**config.mk**
```make
export PLATFORM = sky130hd
export DESIGN_NAME = l1_mem_arbiter
export DESIGN_NICKNAME = d
export VERILOG_FILES = /design/src/rtl/l1_mem_arbiter.sv
export SDC_FILE = /design/constraint.sdc
export NUM_CORES = 1
export LEC_CHECK = 0
export CAP_MARGIN = 10
export CORE_AREA = 2 2 197 199
export DETAILED_ROUTE_END_ITERATION = 10
export DIE_AREA = 0 0 199 201
export PLACE_DENSITY_LB_ADDON = 0.1
export SLEW_MARGIN = 20
export SYNTH_ARGS = -nofsm -noshare
export SYNTH_HDL_FRONTEND = slang
export SYNTH_SLANG_ARGS = --single-unit
```
**constraint.sdc**
```tcl
create_clock -name clk -period 3.3 [get_ports clk]
set_input_delay 0.66 -clock clk [delete_from_list [all_inputs] [get_ports clk]]
set_output_delay 0.66 -clock clk [all_outputs]
set_load 0.05 [all_outputs]
```
**src/rtl/l1_mem_arbiter.sv**
```systemverilog
// l1_mem_arbiter: round-robin 2:1 arbiter between the L1 icache (c0) and
// dcache (c1) and a single line-granular memory port. An in-order tracking
// FIFO records the source of every accepted request so that the in-order
// memory responses can be steered back to the client that issued them.
module l1_mem_arbiter #(
    parameter int OUTSTANDING = 4,
    parameter int ADDR_W      = 32,
    parameter int DATA_W      = 64,
    parameter int ID_W        = 2
) (
    input  logic              clk,
    input  logic              rst,
    // client 0 (icache)
    input  logic              c0_req_valid,
    output logic              c0_req_ready,
    input  logic              c0_req_we,
    input  logic [ADDR_W-1:0] c0_req_addr,
    input  logic [DATA_W-1:0] c0_req_data,
    input  logic [ID_W-1:0]   c0_req_id,
    output logic              c0_resp_valid,
    input  logic              c0_resp_ready,
    output logic [DATA_W-1:0] c0_resp_data,
    output logic [ID_W-1:0]   c0_resp_id,
    // client 1 (dcache)
    input  logic              c1_req_valid,
    output logic              c1_req_ready,
    input  logic              c1_req_we,
    input  logic [ADDR_W-1:0] c1_req_addr,
    input  logic [DATA_W-1:0] c1_req_data,
    input  logic [ID_W-1:0]   c1_req_id,
    output logic              c1_resp_valid,
    input  logic              c1_resp_ready,
    output logic [DATA_W-1:0] c1_resp_data,
    output logic [ID_W-1:0]   c1_resp_id,
    // downstream memory
    output logic              mem_req_valid,
    input  logic              mem_req_ready,
    output logic              mem_req_we,
    output logic [ADDR_W-1:0] mem_req_addr,
    output logic [DATA_W-1:0] mem_req_data,
    output logic [ID_W-1:0]   mem_req_id,
    input  logic              mem_resp_valid,
    output logic              mem_resp_ready,
    input  logic [DATA_W-1:0] mem_resp_data,
    input  logic [ID_W-1:0]   mem_resp_id,
    output logic              busy
);

    localparam int PTR_W = $clog2(OUTSTANDING);
    localparam int CNT_W = PTR_W + 1;
    localparam logic [PTR_W-1:0] PTR_ONE  = {{(PTR_W-1){1'b0}}, 1'b1};
    localparam logic [CNT_W-1:0] CNT_ONE  = {{(CNT_W-1){1'b0}}, 1'b1};
    localparam logic [CNT_W-1:0] CNT_ZERO = {CNT_W{1'b0}};
    localparam logic [CNT_W-1:0] CNT_FULL = CNT_W'(OUTSTANDING);

    logic                   last_grant_q, last_grant_d;
    logic                   lock_q, lock_d;
    logic                   lock_src_q, lock_src_d;
    logic [OUTSTANDING-1:0] fifo_q, fifo_d;
    logic [PTR_W-1:0]       wr_ptr_q, wr_ptr_d;
    logic [PTR_W-1:0]       rd_ptr_q, rd_ptr_d;
    logic [CNT_W-1:0]       count_q, count_d;
    logic                   busy_q, busy_d;

    logic grant_s;
    logic gnt_valid_s;
    logic fifo_full_s;
    logic fifo_empty_s;
    logic push_s;
    logic pop_s;
    logic head_s;
    logic rsp_ok_s;

    assign fifo_full_s  = (count_q == CNT_FULL);
    assign fifo_empty_s = (count_q == CNT_ZERO);
    assign busy         = busy_q;

    // Grant selection: a stalled offer keeps its source, otherwise round-robin.
    always_comb begin
        grant_s = ~last_grant_q;
        if (lock_q) begin
            grant_s = lock_src_q;
        end else if (c0_req_valid && !c1_req_valid) begin
            grant_s = 1'b0;
        end else if (c1_req_valid && !c0_req_valid) begin
            grant_s = 1'b1;
        end else begin
            grant_s = ~last_grant_q;
        end
    end

    // Request path: mux the granted client onto the memory port, gate on FIFO room.
    always_comb begin
        gnt_valid_s  = 1'b0;
        mem_req_we   = 1'b0;
        mem_req_addr = {ADDR_W{1'b0}};
        mem_req_data = {DATA_W{1'b0}};
        mem_req_id   = {ID_W{1'b0}};
        if (grant_s) begin
            gnt_valid_s  = c1_req_valid;
            mem_req_we   = c1_req_we;
            mem_req_addr = c1_req_addr;
            mem_req_data = c1_req_data;
            mem_req_id   = c1_req_id;
        end else begin
            gnt_valid_s  = c0_req_valid;
            mem_req_we   = c0_req_we;
            mem_req_addr = c0_req_addr;
            mem_req_data = c0_req_data;
            mem_req_id   = c0_req_id;
        end
        mem_req_valid = gnt_valid_s && !fifo_full_s && !rst;
        c0_req_ready  = !grant_s && mem_req_ready && !fifo_full_s && !rst;
        c1_req_ready  = grant_s && mem_req_ready && !fifo_full_s && !rst;
        push_s        = mem_req_valid && mem_req_ready;
    end

    // Response path: steer the memory response to the client at the FIFO head.
    always_comb begin
        head_s         = fifo_q[rd_ptr_q];
        rsp_ok_s       = mem_resp_valid && !fifo_empty_s && !rst;
        c0_resp_valid  = rsp_ok_s && !head_s;
        c1_resp_valid  = rsp_ok_s && head_s;
        c0_resp_data   = mem_resp_data;
        c1_resp_data   = mem_resp_data;
        c0_resp_id     = mem_resp_id;
        c1_resp_id     = mem_resp_id;
        mem_resp_ready = (head_s ? c1_resp_ready : c0_resp_ready) && !fifo_empty_s && !rst;
        pop_s          = mem_resp_valid && mem_resp_ready;
    end

    // Next-state for arbitration history, grant lock and the tracking FIFO.
    always_comb begin
        fifo_d       = fifo_q;
        wr_ptr_d     = wr_ptr_q;
        last_grant_d = last_grant_q;
        lock_d       = lock_q;
        lock_src_d   = lock_src_q;
        if (push_s) begin
            fifo_d[wr_ptr_q] = grant_s;
            wr_ptr_d         = wr_ptr_q + PTR_ONE;
            last_grant_d     = grant_s;
            lock_d           = 1'b0;
        end else if (mem_req_valid) begin
            lock_d     = 1'b1;
            lock_src_d = grant_s;
        end else begin
            lock_d = lock_q;
        end
        if (pop_s) begin
            rd_ptr_d = rd_ptr_q + PTR_ONE;
        end else begin
            rd_ptr_d = rd_ptr_q;
        end
        case ({push_s, pop_s})
            2'b10:   count_d = count_q + CNT_ONE;
            2'b01:   count_d = count_q - CNT_ONE;
            default: count_d = count_q;
        endcase
        busy_d = (count_d != CNT_ZERO);
    end

    // State registers; reset discards all in-flight tracking and favours c0 next.
    always_ff @(posedge clk) begin
        if (rst) begin
            last_grant_q <= 1'b1;
            lock_q       <= 1'b0;
            lock_src_q   <= 1'b0;
            fifo_q       <= {OUTSTANDING{1'b0}};
            wr_ptr_q     <= {PTR_W{1'b0}};
            rd_ptr_q     <= {PTR_W{1'b0}};
            count_q      <= CNT_ZERO;
            busy_q       <= 1'b0;
        end else begin
            last_grant_q <= last_grant_d;
            lock_q       <= lock_d;
            lock_src_q   <= lock_src_d;
            fifo_q       <= fifo_d;
            wr_ptr_q     <= wr_ptr_d;
            rd_ptr_q     <= rd_ptr_d;
            count_q      <= count_d;
            busy_q       <= busy_d;
        end
    end

endmodule
```
==> results.txt, run 1 <==
----------------------------------------------------
[Status]
  Run status ... finished, final reports clean

[Critical path]
  Required time of the critical path ... around 2600 ps
  Crit start category ... primary input
  Largest incremental delay on the critical path ... about 460 ps
  Category of cells accounting for the largest share of critical-path delay ... buffers and inverters
  Reg2reg setup slack ... 700 ps
  List of cells traversed by the critical path ... clkdlybuf4s50_1, a21boi_1, o31ai_4, buf_4, buf_12, buf_4, mux2_2, buf_4
  Highest-delay cell along the critical path ... sky130_fd_sc_hd__clkdlybuf4s50_1
  Maximum fanout count along the critical path ... 8
  Worst reg-to-reg path cell count ... 9
  CP bufs+invs ... 5
  Arrival time at the worst endpoint ... 2560 ps
  Worst setup path class ... in2out
  Reg-to-Reg Start ... rd_ptr_q[0]
  Kind of end point of the critical path ... output pin
  Reg-to-reg critical path endpoint ... busy
  Most numerous cell on the critical path ... sky130_fd_sc_hd__buf_4

[Layout]
  Layout cells sized above 1 ... 0.4419
  Number of nets at the end of the flow ... 804
  Storage cell area ... about 300 µm²
  FILL cells ... approximately 4300
  Number of non-filler instances in the completed layout ... roughly 1000
  Area of the multi-input gates ... 0.001608 mm²
  Synthesis-to-finish area growth ... 92.86%
  Count of inserted antenna diode cells ... 0

[Synthesis]
  Post-synth top area share ... 0.3588
  Number of distinct library cells after synthesis ... 36
  Top cells by count, synth ... sky130_fd_sc_hd__buf_4 (136), sky130_fd_sc_hd__mux2_2 (96), sky130_fd_sc_hd__dfxtp_1 (15)
  Most frequent cell after synthesis ... sky130_fd_sc_hd__buf_4
  Sequential area share after synthesis ... 0.09967
  Synth top area cells ... sky130_fd_sc_hd__mux2_2 (36%), sky130_fd_sc_hd__buf_4 (34%), sky130_fd_sc_hd__dfxtp_1 (10%)
  Number of enable-type register cells in the synthesized netlist ... 0
  Post-synth top flop ... sky130_fd_sc_hd__dfxtp_1
  Mean instance size in the synthesized netlist ... 9.048 µm²
  Fraction of registers with async set or reset after synthesis ... 0
  Netlist Area Pre-Place ... 0.003013 mm²
  Net count after synthesis ... 611
  Total number of yosys warnings ... 0
  Synth Instances ... 333
  Count of state elements after synthesis ... 15
  Leading area contributor after synthesis ... sky130_fd_sc_hd__mux2_2

[Placed design]
  Placer congestion estimate ... 0.7553
  Placed cells ... 1036
  DP Worst Slack ... between 50 and 60 ps
  Port-buffer cells ... 311
  Detail Placement HPWL ... 14130 µm

[Clock tree]
  Number of clock sinks ... 15
  # H-tree levels ... 1
  TritonCTS clock tree ... built
  CTS hold repair buffers ... 0
  Clock buffer depth ... 2
  Clock transition at the registers of the reported paths ... 50 ps
  Number of CTS-inserted buffers ... 3
  Skew-Pair Late Insertion Delay ... roughly 250 ps
  Clock root cell ... sky130_fd_sc_hd__clkbuf_16

[Timing]
  Final Cycle Share ... 0.9743
  Clock period minus final worst setup slack ... 3215 ps
  Worst-Margin Slew ... roughly 500 ps
  Headroom to the max-slew limit ... 0.6580
  Final hold viol count ... 0
  Count of endpoints failing setup in the final report ... 0
  Total count of max-transition violations in the final report ... 0
  Setup repair after global routing missed its margin ... yes
  Maximum frequency from static timing analysis ... 311.0 MHz
  Clock Skews ... 3.145 ps
  Fin worst setup slack ... 84.81 ps

[Global routing]
  Global-route wire length before repair ... 21210 µm
  Maximum number of pins on one net before global-route repair ... 23
  Antenna violations before repair ... 0
  Residual overflow from global routing ... 0
  Via count of the first global-routing pass ... between 3000 and 4000
  Total GRT Usage ... 0.07158

[Pwr]
  Power per cell area ... 348.6 mW/mm²
  Static power due to leakage ... 2.239 nW
  Max IR drop VDD ... around 0.13 mV

[Route]
  Antenna Nets Post-Route ... 0
  Final WL ... 15940 µm
  Iteration count of the initial detailed-routing pass ... 4
  Post-route DRC violation count ... 0
  Vias post-DR ... 2945
  Vias per inst ... roughly 2.8
  Per-cell routed wire length ... between 15 and 20 µm
  First-iteration detailed-routing DRC count ... 68

[Floorplan]
  Initial core utilization ... 0.07906
  Top Ports ... 510
  Floorplan row count ... roughly 70
  Die Y ... 201 µm
  Floorplan die width ... roughly 200 µm
  Area enclosed by the die boundary ... 0.04000 mm²
  Core area ... 0.03811 mm²

[Hold path]
  Startpoint of the most critical hold path ... fifo_q[2]
  Instance count along the most critical hold path ... 2
  Terminating pin of the worst hold path ... fifo_q[2]
  Worst hold path type ... reg2reg

[Job]
  Max-capacitance violation count ... 0

----------------------------------------------------
==> cell families after synthesis <==
| group | Yosys count | share of synthesized area |
|---|---|---|
| buffers and inverters | 154 | 0.3667 |
| multiplexers | 106 | 0.3987 |
| AND/OR/NAND/NOR | 31 | 0.05108 |
| AO/OA/AOI/OAI | 18 | 0.04776 |
| flip-flops | 15 | 0.09967 |
| adder cells (fa/ha/maj) | 6 | 0.02741 |
| XOR/XNOR | 3 | 0.008723 |
==> cells in the final DEF (no fill, tap or decap), drive strengths merged, types with 2 or more instances in the layout <==
cell           synthesis  final
inv                    7      7
clkbuf                 0      4
clkdlybuf4s50          0    205
xor2                   2      2
mux2                  99     99
clkinv                 2      3
or3                    3      3
nand3                  7      7
nor2b                  3      3
a21oi                  4      4
buf                  145    126
nor2                  10     10
o31ai                  2      2
dfxtp                 15     15
ha                     5      5
mux2i                  6      6
nand2                  6      6
o21ai                  3      3
==> sequential cells by signal (all words and copies together) (netlist names) <==
signal,cells
wr_ptr_q,2
count_q,3
busy,1
fifo_q,4
lock_src_q,1
rd_ptr_q,2
lock_q,1
last_grant_q,1
==> where the power goes <==
part / switching [mW] / internal (mW) / leakage (nW)
Combinational: 0.895 / 0.687 / 2.08
Clock: 0.0778 / 0.162 / 0.0409
Sequential: 0.0109 / 0.193 / 0.122
Total: 0.984 / 1.04 / 2.24
==> per-layer routing <==
metal,GRT usage,up-vias,part of all wire
met5,0,-,0
met4,0.009062,0,0.0090
met3,0.03310,12,0.12
li1,-,1392,-
met2,0.1367,235,0.53
met1,0.07157,1306,0.35
==> per-stage QoR <==
stage | hold slack [ps] | total power, mW | util | area [µm²] | setup TNS (ps)
floorplan | 435.3 | 1.582 | - | 3013 | 0
global placement | 455.8 | 1.799 | 0.1493 | 5688 | 0
detailed placement | 456.9 | 1.793 | 0.1493 | 5688 | 0
CTS | 465.1 | 2.043 | 0.1514 | 5768 | 0
global route | 480.0 | 2.122 | 0.1525 | 5811 | -164.9
finish | 461.5 | 2.026 | 0.1525 | 5811 | 0
==> cell type report <==
cell class | instances | area share
Timing Repair Buffer | 333 | 0.5396
Inverter | 9 | 0.006675
Tap cell | 518 | 0.1115
Clock inverter | 1 | 0.0008613
Clock buffer | 3 | 0.01292
Multi-Input combinational cell | 164 | 0.2767
Sequential cell | 15 | 0.05168
==> worst register-to-register path: cells and delay by family (launching register included) <==
family / cells / cell delay [ps]
flops: 1 / 380
simple gates: 2 / 230
compound gates: 2 / 310
fa+ha+maj: 2 / 610
mux: 2 / 920
buf+inv: 1 / 70
==> worst max-delay path by stage <==
stage,start,endpoint,cells after the start
CTS,c0_req_valid,mem_req_data[11],7
global placement,c0_req_valid,mem_req_addr[14],7
global route,c1_req_valid,mem_req_addr[24],8
floorplan,c1_req_valid,c0_req_ready,5
detailed placement,c0_req_valid,mem_req_addr[24],7
finish,c1_req_valid,mem_req_addr[14],8
==> repair_timing <==
item                       4_1_cts  5_1_grt
buffers inserted                 0        2
setup endpoints to repair        0       44
gates resized for setup          0        1
(Power assumes the default switching activity.)
==> run 2: changes to the inputs <==
--- a/config.mk
+++ b/config.mk
@@ -5,10 +5,10 @@
 export SDC_FILE = /design/constraint.sdc
 export NUM_CORES = 1
 export LEC_CHECK = 0
-export CAP_MARGIN = 10
 export CORE_AREA = 2 2 197 199
 export DETAILED_ROUTE_END_ITERATION = 10
 export DIE_AREA = 0 0 199 201
+export HOLD_SLACK_MARGIN = 0.12
 export PLACE_DENSITY_LB_ADDON = 0.1
 export SLEW_MARGIN = 20
 export SYNTH_ARGS = -nofsm -noshare
==> results of run 2 <==
No change in the layout: final DEF, timing and power equal those of run 1.
